==> src/rtl/count_sampler.sv <==
`default_nettype none
// ============================================================================
// Module      : count_sampler
// Description : Periodic sampler for a free-running event counter. Every
//               PERIOD clocks the upstream count is captured and the delta
//               since the previous capture is computed, together with a
//               wrap-around flag. Each {wrap, delta} record is queued in a
//               small FIFO and offered on a valid/ready interface. Records
//               that arrive while the FIFO is full are dropped. Drops set a
//               sticky overflow flag and increment a saturating drop counter.
//
// Ports       : clk        - system clock, rising edge
//               rst        - synchronous reset, active low
//               count      - upstream counter value, sampled directly
//               enable     - 1 = sampling active
//               clear      - synchronous flush of FIFO, overflow, drop_count
//               out_valid  - FIFO non-empty
//               out_ready  - consumer accepts head entry
//               out_delta  - head entry delta
//               out_wrap   - head entry wrap flag
//               level      - FIFO occupancy
//               overflow   - sticky, set on first drop
//               drop_count - dropped records, saturates at 255
//               max_delta  - largest accepted delta (SAMPLER_MAXDELTA_EN only)
//
// Options     : `define SAMPLER_MAXDELTA_EN adds the max_delta output.
//
// Revision    : 1.0 - initial release
// ============================================================================
module count_sampler #(
    parameter int WIDTH  = 32,
    parameter int PERIOD = 16,
    parameter int DEPTH  = 4,
    parameter int LVLW   = $clog2(DEPTH + 1)
) (
    input  logic             clk,
    input  logic             rst,
    input  logic [WIDTH-1:0] count,
    input  logic             enable,
    input  logic             clear,
`ifdef SAMPLER_MAXDELTA_EN
    output logic [WIDTH-1:0] max_delta,
`endif
    output logic             out_valid,
    input  logic             out_ready,
    output logic [WIDTH-1:0] out_delta,
    output logic             out_wrap,
    output logic [LVLW-1:0]  level,
    output logic             overflow,
    output logic [7:0]       drop_count
);

    localparam int PCW  = (PERIOD > 1) ? $clog2(PERIOD) : 1;
    localparam int PTRW = (DEPTH > 1) ? $clog2(DEPTH) : 1;

    localparam logic [1:0]      C_ST_IDLE  = 2'd0;
    localparam logic [1:0]      C_ST_PRIME = 2'd1;
    localparam logic [1:0]      C_ST_RUN   = 2'd2;
    localparam logic [PCW-1:0]  C_PLAST    = PCW'(PERIOD - 1);
    localparam logic [LVLW-1:0] C_FULL     = LVLW'(DEPTH);

    // ------------------------------------------------------------------
    // State
    // ------------------------------------------------------------------
    logic [1:0]       state_q,      state_d;
    logic [PCW-1:0]   pcnt_q,       pcnt_d;
    logic [WIDTH-1:0] baseline_q,   baseline_d;
    logic [WIDTH:0]   mem_q [DEPTH];
    logic [WIDTH:0]   mem_d [DEPTH];
    logic [PTRW-1:0]  wr_ptr_q,     wr_ptr_d;
    logic [PTRW-1:0]  rd_ptr_q,     rd_ptr_d;
    logic [LVLW-1:0]  level_q,      level_d;
    logic             overflow_q,   overflow_d;
    logic [7:0]       drop_count_q, drop_count_d;
`ifdef SAMPLER_MAXDELTA_EN
    logic [WIDTH-1:0] max_delta_q,  max_delta_d;
`endif

    // ------------------------------------------------------------------
    // Combinational helpers
    // ------------------------------------------------------------------
    logic             w_tick;
    logic             w_push_req;
    logic             w_pop;
    logic             w_full;
    logic             w_accept;
    logic             w_drop;
    logic [WIDTH-1:0] w_delta;
    logic             w_wrap;

    always_comb begin
        // Tick only while sampling stays enabled; a tick that coincides with
        // enable falling belongs to the discarded period.
        w_tick     = (state_q != C_ST_IDLE) && enable && (pcnt_q == C_PLAST);
        w_push_req = w_tick && (state_q == C_ST_RUN);
        w_pop      = (level_q != '0) && out_ready;
        w_full     = (level_q == C_FULL);
        // A full FIFO still accepts a push when the head leaves in the same cycle.
        w_accept   = w_push_req && (!w_full || w_pop);
        w_drop     = w_push_req && w_full && !w_pop;
        w_delta    = count - baseline_q;
        w_wrap     = (count < baseline_q);
    end

    // ------------------------------------------------------------------
    // Sampling state machine, period counter and baseline
    // ------------------------------------------------------------------
    always_comb begin
        state_d    = state_q;
        pcnt_d     = pcnt_q;
        baseline_d = baseline_q;
        case (state_q)
            C_ST_IDLE: begin
                pcnt_d = '0;
                if (enable) begin
                    state_d = C_ST_PRIME;
                end
            end
            C_ST_PRIME, C_ST_RUN: begin
                if (!enable) begin
                    state_d = C_ST_IDLE;
                    pcnt_d  = '0;
                end else if (w_tick) begin
                    state_d    = C_ST_RUN;
                    pcnt_d     = '0;
                    baseline_d = count;
                end else begin
                    pcnt_d = pcnt_q + PCW'(1);
                end
            end
            default: begin
                state_d = C_ST_IDLE;
                pcnt_d  = '0;
            end
        endcase
    end

    // ------------------------------------------------------------------
    // FIFO and drop accounting; clear takes precedence over push/pop
    // ------------------------------------------------------------------
    always_comb begin
        mem_d        = mem_q;
        wr_ptr_d     = wr_ptr_q;
        rd_ptr_d     = rd_ptr_q;
        level_d      = level_q;
        overflow_d   = overflow_q;
        drop_count_d = drop_count_q;
`ifdef SAMPLER_MAXDELTA_EN
        max_delta_d  = max_delta_q;
`endif
        if (clear) begin
            wr_ptr_d     = '0;
            rd_ptr_d     = '0;
            level_d      = '0;
            overflow_d   = 1'b0;
            drop_count_d = '0;
`ifdef SAMPLER_MAXDELTA_EN
            max_delta_d  = '0;
`endif
        end else begin
            if (w_accept) begin
                mem_d[wr_ptr_q] = {w_wrap, w_delta};
                wr_ptr_d        = wr_ptr_q + PTRW'(1);
`ifdef SAMPLER_MAXDELTA_EN
                if (w_delta > max_delta_q) begin
                    max_delta_d = w_delta;
                end
`endif
            end
            if (w_pop) begin
                rd_ptr_d = rd_ptr_q + PTRW'(1);
            end
            if (w_accept && !w_pop) begin
                level_d = level_q + LVLW'(1);
            end else if (w_pop && !w_accept) begin
                level_d = level_q - LVLW'(1);
            end
            if (w_drop) begin
                overflow_d = 1'b1;
                if (drop_count_q != 8'hFF) begin
                    drop_count_d = drop_count_q + 8'd1;
                end
            end
        end
    end

    // ------------------------------------------------------------------
    // Registers
    // ------------------------------------------------------------------
    always_ff @(posedge clk) begin
        if (!rst) begin
            state_q      <= C_ST_IDLE;
            pcnt_q       <= '0;
            baseline_q   <= '0;
            wr_ptr_q     <= '0;
            rd_ptr_q     <= '0;
            level_q      <= '0;
            overflow_q   <= 1'b0;
            drop_count_q <= '0;
`ifdef SAMPLER_MAXDELTA_EN
            max_delta_q  <= '0;
`endif
        end else begin
            state_q      <= state_d;
            pcnt_q       <= pcnt_d;
            baseline_q   <= baseline_d;
            wr_ptr_q     <= wr_ptr_d;
            rd_ptr_q     <= rd_ptr_d;
            level_q      <= level_d;
            overflow_q   <= overflow_d;
            drop_count_q <= drop_count_d;
`ifdef SAMPLER_MAXDELTA_EN
            max_delta_q  <= max_delta_d;
`endif
        end
    end

    generate
        for (genvar gi = 0; gi < DEPTH; gi++) begin : g_mem
            always_ff @(posedge clk) begin
                if (!rst) begin
                    mem_q[gi] <= '0;
                end else begin
                    mem_q[gi] <= mem_d[gi];
                end
            end
        end
    endgenerate

    // ------------------------------------------------------------------
    // Outputs; head data is forced to zero while empty so stale entries
    // never show after reset or clear.
    // ------------------------------------------------------------------
    always_comb begin
        out_valid  = (level_q != '0);
        out_delta  = out_valid ? mem_q[rd_ptr_q][WIDTH-1:0] : '0;
        out_wrap   = out_valid ? mem_q[rd_ptr_q][WIDTH]     : 1'b0;
        level      = level_q;
        overflow   = overflow_q;
        drop_count = drop_count_q;
`ifdef SAMPLER_MAXDELTA_EN
        max_delta  = max_delta_q;
`endif
    end

endmodule
`default_nettype wire

==> config.mk <==
export PLATFORM = sky130hd
export DESIGN_NAME = count_sampler
export DESIGN_NICKNAME = d
export VERILOG_FILES = /design/src/rtl/count_sampler.sv
export SDC_FILE = /design/constraint.sdc
export NUM_CORES = 1
export LEC_CHECK = 0
export CORE_ASPECT_RATIO = 1.75
export CORE_MARGIN = 2
export CORE_UTILIZATION = 28
export DETAILED_ROUTE_END_ITERATION = 10
export PLACE_DENSITY = 0.46
export SYNTH_ARGS = -nofsm -noshare
export SYNTH_HDL_FRONTEND = slang
export SYNTH_SLANG_ARGS = --single-unit
==> constraint.sdc <==
create_clock -name clk -period 3.2 [get_ports clk]
set_input_delay 0.32 -clock clk [delete_from_list [all_inputs] [get_ports clk]]
set_output_delay 0.32 -clock clk [all_outputs]
set_load 0.02 [all_outputs]
=== Word level (Yosys, flattened, before mapping) ===
Index checks and enable logic that the tools add are counted.

* Flip-flop bits (word level): 186
* Latch bits: 0
* RAM bits: 0
* Bits in read-only memories: 0
* Input port bits: 37
* Output and inout bits: 46
* Word-level logic and storage cells: 75
* Memories: 0

* Add/sub/neg operators: 7
* Multipliers: 0
* Div/mod/pow operators: 0
* $lt $le $gt $ge: 4
* Equality and inequality tests: 7
* Shift-type cells: 0
* Muxes and demuxes: 14
* Bitwise gates (word level): 6
* Reductions and logical operators: 25

{| class="wikitable"
|+ Operators by type and width
! kind !! count
|-
| $bwmux 132 || 1
|-
| $mux 33 || 3
|-
| $bmux 33 s2 || 1
|-
| $demux 33 s2 || 1
|-
| $lt 32x32->1 || 1
|-
| $mux 32 || 1
|-
| $sub 32x32->32 || 1
|-
| $logic_and 1x1->1 || 10
|-
| $add 8x1->8 const B || 1
|-
| $ne 8x8->1 const B || 1
|-
| $ge 3x3->1 const B || 2
|-
| $mux 2 || 3
|-
| $mux 3 || 2
|-
| $not 2->3 || 2
|-
| $reduce_and 2->1 || 3
|-
| $add 2x1->2 const B || 2
|-
| $add 4x1->4 const B || 1
|-
| $eq 4x4->1 const B || 1
|-
| $not 1->1 || 4
|-
| $pmux 2 s2 || 1
|-
| $reduce_bool 2->1 || 2
|-
| $reduce_or 2->1 || 2
|-
| $reduce_or 4->1 || 1
|-
| $add 3x1->3 const B || 1
|-
| 13 further kinds || 15
|}

=== Depth between registers and ports, before layout ===
Gate-level depths: netlist of run 1.

* Depth after elaboration: 9
* Gate-level depth with buffers: 11
* Depth with buffers taken out: 11

=== Least setup slack after synthesis of run 1 ===
Ideal clock, no wire load.

* Path kind: input port to flip-flop
* Start point: in count[0]
* End point: reg mem_q[65] (netlist bit)
* Arrival time: 2.632 ns
* Path slack: 0.442 ns
* Cell stages on the path: 11
* Buffers on the path: 0
* Cell sequence: inv_1 ha_1 fa_1 nand2b_1 a21oi_1 o211ai_2 a31o_4 o21ai_4 or3b_1 or4b_4 o21ai_2

* Cells in the longest elaborated chain, start to end: 2

{| class="wikitable"
|+ RTL lines
! element !! line !! RTL
|-
| start, declared || 38 || <nowiki>input logic [WIDTH-1:0] count,</nowiki>
|-
| $lt 32x32->1 || 102 || <nowiki>w_wrap = (count < baseline_q);</nowiki>
|-
| $bwmux 132 || 162 || <nowiki>mem_d[wr_ptr_q] = {w_wrap, w_delta};</nowiki>
|-
| end signal, assigned by index || 224 || <nowiki>mem_q[gi] <= mem_d[gi];</nowiki>
|-
| end, declared || 68 || <nowiki>logic [WIDTH:0] mem_q [DEPTH];</nowiki>
|}

No other way between the ends.
A chain may end at the register's enable or synchronous reset.

=== Final worst setup path of run 1 ===
* Start point: in count[0]
* End point: reg mem_q[31] (netlist bit)

* Cells in the longest elaborated chain, start to end: 2

{| class="wikitable"
|+ RTL lines
! element !! line !! RTL
|-
| $sub 32x32->32 || 101 || <nowiki>w_delta = count - baseline_q;</nowiki>
|-
| $bwmux 132 || 162 ||
|}

No other way between the ends.

==> summary.txt, run 1 <==
GRT
  • Overflow after GRT: 0
  • Vias in the first global route: around 8700
  • Initial antenna violation count: 0
  • Largest net degree at the start of global routing: 85
  • GR peak layer: met2
  • First-pass GRT wire length: around 48000 µm
  • Met3 Usage GRT: 0.0276
  • GRT Total Usage: 0.175
  • Met1 global-route usage: 0.182
  • Met2 usage: 0.332

Synth
  • Sequential fraction of the synthesis area: 0.385
  • Synthesized area per cell: roughly 8.2 µm²
  • Mapped Cells: 1178
  • Mapped cell area: between 0.009 and 0.01 mm²
  • EDFF count, synth: 0
  • Post-Syn Nets: 1258
  • Netlist cell types: 60
  • YS warnings: 0
  • Count leader, synth: nand2_1
  • Synth area leader: dfxtp_1
  • Share of the synthesized area in the top cell type: 0.385
  • Synth async-reset ratio: 0
  • Synth area leaders: dfxtp_1 38%, nand2_1 9.1%, mux4_2 7.7%
  • Top_reg_cell synth: dfxtp_1
  • Yosys reg bits: around 190
  • Top cells by count, synth: 234 x nand2_1, 186 x dfxtp_1, 142 x a21oi_1

Timing
  • Max Slew Vio Count: 0
  • FMAX: approximately 0.35 GHz
  • Final TNS setup: 0 ns
  • Fin worst setup slack: between 0.3 and 0.4 ns
  • Worst slew margin: 0.528
  • Clock period minus worst slack: ~2.9 ns
  • Worst clock skew: about 0.011 ns
  • Endpoints failing hold: 0
  • Crit share post-route: 0.900
  • # setup viols final: 0
  • Worst-Margin Slew: around 0.70 ns
  • RSZ-0062 raised after global routing: no

Routing
  • Drt via density: slightly below 5
  • Initial DRT Pass Iterations: 5
  • Final wirelength: 30400 µm
  • DRT iter0 DRCs: between 400 and 500
  • Post-route ant nets: 0
  • Routed wire per std cell: about 18 µm
  • DRC: 0
  • Routed vias: between 8000 and 9000

Flow run
  • MaxCap Viol Count: 0

Worst setup path
  • Max FO, Critical Path: 4
  • Crit path launch type: input port
  • CP Class: input port to flop
  • Slowest cell on crit path: clkdlybuf4s50_1
  • Crit path cell chain: clkdlybuf4s50_1, inv_1, ha_1, buf_4, nor2b_1, o2111ai_1, a211oi_1, nor2_1, o311ai_2, a21oi_1, nor4b_2, buf_4, o21ai_0
  • Worst endpoint data arrival time: roughly 3.2 ns
  • Crit path top cell by count: buf_4
  • Worst path required time: between 3 and 4 ns
  • CP Capture Type: flop
  • Crit-path max cell delay: around 0.5 ns

Clocking
  • CTS H-Tree Depth: 4
  • CTS tree: done
  • Number of CTS-inserted buffers: 17
  • CTS Sinks: between 150 and 200
  • Root buf cell: clkbuf_16
  • Resize count post-CTS: 0
  • Clock Tree Buf Depth: 2
  • Clock Latency Late Sink: 0.46 ns
  • CTS hold repair buffers: 0
  • Clk slew on worst S/H paths: ~0.07 ns
  • Setup Fix Bufs, Post-CTS: 0

Die
  • Total Die Area: 0.0361 mm²
  • Initial Utilization: 0.283
  • Core area: approximately 0.034 mm²
  • # IOs: 83
  • Row cnt: 90
  • Die Y: roughly 250 µm
  • Die Width: about 140 µm

Placed design
  • RD Place Congestion: 0.811
  • Pre-CTS setup slack: -0.163 ns
  • IO Port Bufs: just over 80
  • Placed insts: ~1700
  • Placed cell areas: 0.0113 mm²
  • Post-DP HPWL: roughly 21000 µm

Final layout
  • Fin cells: 1734
  • Post-route cell area: 0.0119 mm²
  • # nets final: 1341
  • Area delta synth->final: 23.4%
  • Ant. Diodes: 0
  • Finished Core Util: 0.349
  • Layout cells sized above 1: 0.115

Min path
  • Tightest Hold Check Type: input port to flop

Run status
  • Outcome: finished clean

Power
  • Pwr/cell area: 422 mW/mm²
  • Lkg Pwr: 4.01 nW
  • Peak VDD IR: approximately 0.00039 V
[through the flow]
| stage | power (W) | hold slack [ns] |
|---|---|---|
| after floorplan | 0.00263 | 0.418 |
| after global placement | 0.00288 | 0.439 |
| after detailed placement | 0.00287 | 0.443 |
| after CTS | 0.00511 | 0.436 |
| after global routing | 0.00525 | 0.462 |
| final | 0.00504 | 0.448 |
[state kept, by name (all words and copies together), names as in the netlist]
register	flops
wr_ptr_q	2
level	3
mem_q	132
overflow	1
pcnt_q	4
baseline_q	32
rd_ptr_q	2
drop_count	8
state_q	2
[cells in the final DEF (no fill, tap or decap), drive strengths merged, types with 7 or more instances in the layout]
master,netlist,routed
a211oi,23,23
a21o,12,12
a21oi,143,143
a31oi,15,15
and2,40,40
buf,18,60
clkbuf,60,18
clkdlybuf4s50,0,82
dfxtp,186,186
ha,41,41
inv,46,55
mux4,33,33
nand2,234,234
nand3,59,59
nand4,8,8
nor2,76,76
nor3,7,7
o211ai,10,10
o21a,8,8
o21ai,65,65
xnor2,17,17
xor2,17,17
[worst max-delay path: cells and delay by family]
family,cells,cell delay [ns]
AOI/OAI and AO/OA,5,1.18
buffers and inverters,4,0.89
and+or+nand+nor,3,0.60
adders and majority gates,1,0.22
[area by class of cell]
| cell class | count | area (µm²) |
|---|---|---|
| flip-flops and latches | 186 | 3720 |
| clock buffers | 18 | 429 |
| multi-input cells | 867 | 5470 |
| fillers | 3656 | 22300 |
| inverters | 47 | 179 |
| well taps | 460 | 576 |
| clock inverters | 14 | 174 |
| repair buffers | 142 | 1400 |
[kinds of logic after synthesis]
kind of cell	after synthesis	synth area share
simple gates	459	0.214
compound gates	292	0.180
fa+ha+maj	43	0.0571
mux	39	0.0831
xor+xnor	34	0.0308
flops	186	0.385
buf+inv	125	0.0503
[power by group]
group          internal [W]  leakage (nW)  switching (W)
Clock               0.00119         0.299        0.00104
Combinational      0.000197          2.21       0.000300
Sequential          0.00231          1.50    0.000000958
Total               0.00370          4.01        0.00134
[final timing paths]
kind                 start              to  slack, ns  depth (start not counted)
max reg2reg  baseline_q[1]       mem_q[31]       0.36                         11
min reg2reg      pcnt_q[0]       pcnt_q[0]       0.45                          1
max               count[0]       mem_q[31]       0.32                         13
min              count[14]  baseline_q[14]       0.45                          3
[metal layers]
metal / vias to the layer above / part of all wire
met5: - / 0
met4: 0 / 0.045
met3: 55 / 0.028
met2: 160 / 0.55
met1: 4035 / 0.38
li1: 4228 / -
No activity file was read; power rests on OpenSTA's default activity.
==> inputs of run 2 (changes only) <==
ABC_CLOCK_PERIOD_IN_PS = 3200   (was unset)
CTS_BUF_LIST = sky130_fd_sc_hd__clkbuf_4   (was unset)
==> summary.txt, run 2 (synthesized netlist as in run 1, its figures left out) <==
Timing
  • Endpoints failing hold: 0 (unchanged)
  • RSZ-0062 raised after global routing: no
  • Clock period minus worst slack: 3.00 ns (+0.122 ns)
  • # setup viols final: 0 (unchanged)
  • FMAX: 0.333 GHz (-4.1%)
  • Worst-Margin Slew: 0.712 ns (+0.00911 ns)
  • Worst clock skew: 0.0339 ns (+0.0225 ns)
  • Fin worst setup slack: 0.199 ns (-0.122 ns)
  • Crit share post-route: 0.938 (+0.0382)
  • Worst slew margin: 0.522 (-0.00611)
  • Max Slew Vio Count: 0 (unchanged)
  • Hold_ws: 0.250 ns (-0.198 ns)

Flow run
  • MaxCap Viol Count: 0 (unchanged)

Final layout
  • # nets final: 1341 (unchanged)
  • Fillcell total: 3694 (+1.0%)
  • Most flop-heavy register: mem_q
  • Finished Core Util: 0.341 (-0.00852)
  • Layout cells sized above 1: 0.115 (+0.000785)
  • Most common cell after layout, fill and taps aside: nand2_1
  • Area delta synth->final: 20.4%
  • Commonest non-fill, non-tap cells in the layout: 234 x nand2_1, 185 x dfxtp_1, 142 x a21oi_1, 82 x clkdlybuf4s50_1, 76 x nor2_1
  • Max reg flops: 132 (unchanged)
  • Fin cells: 1735 (+0.058%)

Clocking
  • Clock Tree Buf Depth: 2 (unchanged)
  • CTS H-Tree Depth: 4 (unchanged)
  • Clk slew on worst S/H paths: 0.19 ns (+0.12 ns)
  • Setup Fix Bufs, Post-CTS: 0 (unchanged)
  • Clock Latency Late Sink: 0.66 ns (+0.20 ns)
  • Number of CTS-inserted buffers: 17 (unchanged)
  • Resize count post-CTS: 0 (unchanged)
  • Root buf cell: clkbuf_4
  • CTS hold repair buffers: 0 (unchanged)
  • CTS tree: done
  • CTS Sinks: 186 (unchanged)

Worst setup path
  • CP Capture Type: output pin
  • Worst r2r path cells: 11 (unchanged)
  • CP Class: flop to output pin
  • Worst path required time: 2.88 ns (-0.66 ns)
  • Max FO, Critical Path: 34 (+30)
  • Reg-to-Reg Start: baseline_q[1]
  • Crit path launch type: flop
  • Worst Setup SP: rd_ptr_q[1]
  • Worst endpoint data arrival time: 2.68 ns (-0.53 ns)

GRT
  • First-pass GRT wire length: 48100 µm (about the same)
  • Overflow after GRT: 0 (unchanged)
  • Largest net degree at the start of global routing: 85 (unchanged)
  • Vias in the first global route: 8645 (-0.069%)
  • Initial antenna violation count: 1 (+1)
  • GRT Total Usage: 0.175 (-0.000303)

Routing
  • DRC: 0 (unchanged)
  • DRT iter0 DRCs: 413 (-2.4%)
  • Routed vias: 8469 (-0.11%)
  • Initial DRT Pass Iterations: 4 (-1)
  • Routed wire per std cell: 17.5 µm (-0.10%)
  • Post-route ant nets: 0 (unchanged)
  • Drt via density: 4.88 (-0.16%)
  • Final wirelength: 30400 µm (about the same)

Placed design
  • IO Port Bufs: 82 (unchanged)
  • RD Place Congestion: 0.811 (unchanged)
  • Placed insts: 1702 (unchanged)
  • Pre-CTS setup slack: -0.163 ns (unchanged)
  • Post-DP HPWL: 21400 µm (unchanged)

Run status
  • Outcome: finished clean

Die
  • # IOs: 83 (unchanged)
  • Total Die Area: 0.0361 mm² (unchanged)
  • Die Y: 250 µm (unchanged)
  • Row cnt: 90 (unchanged)
  • Initial Utilization: 0.283 (unchanged)
  • Die Width: 145 µm (unchanged)
  • Core area: 0.0342 mm² (unchanged)

Min path
  • Hold Path Origin: count[14]
  • Hold path cells: 3 (unchanged)
  • Tightest Hold Check Type: input port to flop

Power
  • Lkg Pwr: 3.88 nW (-3.2%)
  • Pwr/cell area: 366 mW/mm² (-13%)
  • Peak VDD IR: 0.000223 V (-42%)
  • Pwr Total: 0.00427 W (-15%)
-- run 2: changes by cell type in the layout (fill, tap and decap cells not counted), sizes merged --
cell and change:
diode +1
-- run 2: worst paths after layout --
path / to / slack [ns]
worst max-delay path: out_delta[18] / 0.20
worst min-delay path: baseline_q[14] / 0.25
worst max register to register: mem_q[130] / 0.39
worst min register to register: mem_q[14] / 0.46
-- run 2: area by class of cell --
cell class	count	area [µm²]	area share
clock inverters	14	174	0.0149
repair buffers	142	1400	0.120
clock buffers	18	135	0.0116
well taps	460	576	0.0494
flip-flops and latches	186	3720	0.320
multi-input cells	867	5470	0.469
diodes	1	2.50	0.000215
inverters	47	179	0.0153
-- run 2: critical path: stages, from the launching register on --
cell,delay [ns]
dfxtp_2,0.39
buf_12,0.29
mux4_2,0.61
and2_1,0.18
clkdlybuf4s50_1,0.53
-- run 2: stage by stage --
step / instance area [µm²] / setup TNS (ns)
3_3_place_gp: 11300 / -0.835
3_5_place_dp: 11300 / -2.33
6_report: 11700 / 0
4_1_cts: 11700 / 0
5_1_grt: 11700 / 0
2_1_floorplan: 9680 / 0
-- run 2: power breakdown --
part	total (W)	switching, W	leakage (nW)	internal (W)
Clock	0.00145	0.000943	0.171	0.000509
Combinational	0.000497	0.000300	2.21	0.000197
Sequential	0.00232	0.000000961	1.50	0.00232
Total	0.00427	0.00124	3.88	0.00303
-- run 2: metal layers --
| layer | part of all wire | track usage |
|---|---|---|
| met4 | 0.039 | 0.0774 |
| met3 | 0.027 | 0.0269 |
| met2 | 0.56 | 0.337 |
| met5 | 0 | 0 |
| met1 | 0.37 | 0.182 |
==> inputs of run 3 (changes only) <==
PLACE_DENSITY = 0.49   (was 0.46)
==> summary.txt, run 3 (synthesized netlist as in run 1, its figures left out) <==
Run status
  • Outcome: finished clean

Routing
  • Routed vias: 8466 (-0.035%)
  • DRC: 0 (unchanged)
  • Routed wire per std cell: 17.4 µm (-0.78%)
  • Final wirelength: 30200 µm (-0.55%)
  • Post-route ant nets: 0 (unchanged)
  • Initial DRT Pass Iterations: 5 (+1)
  • Drt via density: 4.87 (-0.27%)
  • DRT iter0 DRCs: 413 (unchanged)

Timing
  • Final TNS setup: 0 ns (unchanged)
  • Max Slew Vio Count: 0 (unchanged)
  • Worst-Margin Slew: 0.780 ns (+0.0679 ns)
  • RSZ-0062 raised after global routing: no
  • Worst slew margin: 0.473 (-0.0491)
  • Endpoints failing hold: 0 (unchanged)
  • # setup viols final: 0 (unchanged)
  • Worst clock skew: 0.0399 ns (+0.00605 ns)
  • FMAX: 0.324 GHz (-2.9%)
  • Crit share post-route: 0.965 (+0.0276)
  • Clock period minus worst slack: 3.09 ns (+0.0884 ns)

Flow run
  • MaxCap Viol Count: 0 (unchanged)

Final layout
  • Most common cell after layout, fill and taps aside: nand2_1
  • Fillcell total: 3668 (-0.70%)
  • Finished Core Util: 0.341 (+0.000438)
  • Commonest non-fill, non-tap cells in the layout: 234 x nand2_1, 185 x dfxtp_1, 142 x a21oi_1, 82 x clkdlybuf4s50_1, 76 x nor2_1
  • Area delta synth->final: 20.6%
  • Most flop-heavy register: mem_q
  • # nets final: 1345 (+0.30%)
  • Fin cells: 1739 (+0.23%)
  • Max reg flops: 132 (unchanged)
  • Layout cells sized above 1: 0.118 (+0.00277)

Min path
  • Hold path cells: 3 (unchanged)
  • Tightest Hold Check Type: input port to flop
  • Hold Path Origin: count[14]
  • Hold path endpoint: baseline_q[14]

Power
  • Internal Power: 0.00289 W (-4.3%)
  • Reg power frac: 0.555 (+0.011)
  • Pwr/cell area: 358 mW/mm² (-2.2%)
  • Peak VDD IR: 0.000190 V (-15%)
  • Net switching power: 0.00129 W (+3.4%)
  • Lkg Pwr: 3.88 nW (about the same)
  • Clk pwr share: 0.325 (-0.015)
  • Switching share of power: 0.308 (+0.0164)
  • Pwr Total: 0.00418 W (-2.1%)
  • Comb pwr share: 0.120 (+0.004)

GRT
  • GRT Total Usage: 0.173 (-0.00212)
  • Overflow after GRT: 0 (unchanged)
  • First-pass GRT wire length: 47500 µm (-1.3%)
  • Initial antenna violation count: 1 (unchanged)
  • Vias in the first global route: 8421 (-2.6%)
  • Largest net degree at the start of global routing: 101 (+19%)

Die
  • Core area: 0.0342 mm² (unchanged)
  • Row cnt: 90 (unchanged)
  • # IOs: 83 (unchanged)
  • Initial Utilization: 0.283 (unchanged)
  • Die Width: 145 µm (unchanged)
  • Die Y: 250 µm (unchanged)
  • Total Die Area: 0.0361 mm² (unchanged)

Worst setup path
  • Crit path launch type: flop
  • CP Class: flop to output pin
  • Max FO, Critical Path: 24 (-29%)
  • Reg-to-reg critical path endpoint: mem_q[130]
  • Worst path required time: 2.88 ns (about the same)
  • Worst r2r path cells: 12 (+1)
  • Crit-path max cell delay: 0.53 ns (-0.08 ns)
  • Worst endpoint data arrival time: 2.77 ns (+0.09 ns)
  • Flop-to-flop setup slack: 0.39 ns (about the same)
  • Reg-to-Reg Start: baseline_q[1]
  • Crit path cell chain: buf_4, mux4_2, and2_1, clkdlybuf4s50_1
  • CP Capture Type: output pin
  • Slowest cell on crit path: clkdlybuf4s50_1

Placed design
  • Post-DP HPWL: 21700 µm (+1.3%)
  • IO Port Bufs: 82 (unchanged)
  • RD Place Congestion: 0.848 (+4.6%)
  • Placed insts: 1706 (+0.24%)

Clocking
  • Setup Fix Bufs, Post-CTS: 0 (unchanged)
  • Clock Tree Buf Depth: 2 (unchanged)
  • Resize count post-CTS: 0 (unchanged)
  • Clk slew on worst S/H paths: 0.18 ns (about the same)
  • CTS Sinks: 186 (unchanged)
  • CTS H-Tree Depth: 4 (unchanged)
  • Root buf cell: clkbuf_4
  • Number of CTS-inserted buffers: 17 (unchanged)
  • CTS hold repair buffers: 0 (unchanged)
  • CTS tree: done
  • Clock Latency Late Sink: 0.67 ns (about the same)
run 3: cell types whose count changed in the layout (fill, tap and decap cells not counted):
cell,change
buf_12,-1
buf_4,+5
bufinv_16,-2
clkinv_2,-1
clkinv_4,-2
clkinv_8,+6
clkinvlp_4,+1
inv_6,+1
inv_8,-3
run 3: per-layer routing:
metal / GRT usage / wire length [µm]
met4: 0.0610 / 783
met3: 0.0280 / 831
met1: 0.178 / 11200
met2: 0.340 / 17400
met5: 0 / 0
run 3: power by group through the flow:
| stage | Sequential, W | Clock (W) | Combinational, W |
|---|---|---|---|
| after floorplan | 0.00237 | 0 | 0.000264 |
| after global placement | 0.00237 | 0 | 0.000507 |
| after detailed placement | 0.00237 | 0 | 0.000506 |
| final | 0.00232 | 0.00136 | 0.000501 |
| after CTS | 0.00232 | 0.00142 | 0.000509 |
| after global routing | 0.00232 | 0.00151 | 0.000545 |
run 3: stage by stage:
stage	worst slack [ns]	cell area [µm²]	hold WS, ns
CTS	0.0502	11700	0.185
global route	0.00924	11700	0.207
detailed placement	-0.0868	11400	0.436
global placement	-0.0727	11400	0.434
floorplan	0.442	9680	0.418
finish	0.111	11700	0.233
run 3: critical path: cells and delay by family (launching register included):
| kind | cells | cell delay, ns |
|---|---|---|
| buffers and inverters | 2 | 0.97 |
| DFF | 1 | 0.49 |
| muxes | 1 | 0.43 |
| and+or+nand+nor | 1 | 0.18 |
run 3: final cells by class:
type                       instances  area, µm²  area share
timing repair buffer             146       1410       0.121
sequential                       186       3720       0.319
antenna                            1       2.50    0.000214
clock inverter                    14        171      0.0147
multi-input combinational        867       5470       0.469
clock buffer                      18        135      0.0116
inverter                          47        179      0.0153
tap                              460        576      0.0493
run 3: worst max path at each step:
stage | start | end | slack (ns) | cells after the start
final | rd_ptr_q[0] | out_delta[21] | 0.11 | 4
after detailed placement | count[0] | mem_q[63] | -0.09 | 14
after CTS | rd_ptr_q[0] | out_delta[2] | 0.05 | 4
after global placement | count[0] | mem_q[98] | -0.07 | 12
after global routing | rd_ptr_q[0] | out_delta[27] | 0.009 | 4
after floorplan | count[0] | mem_q[65] | 0.44 | 11
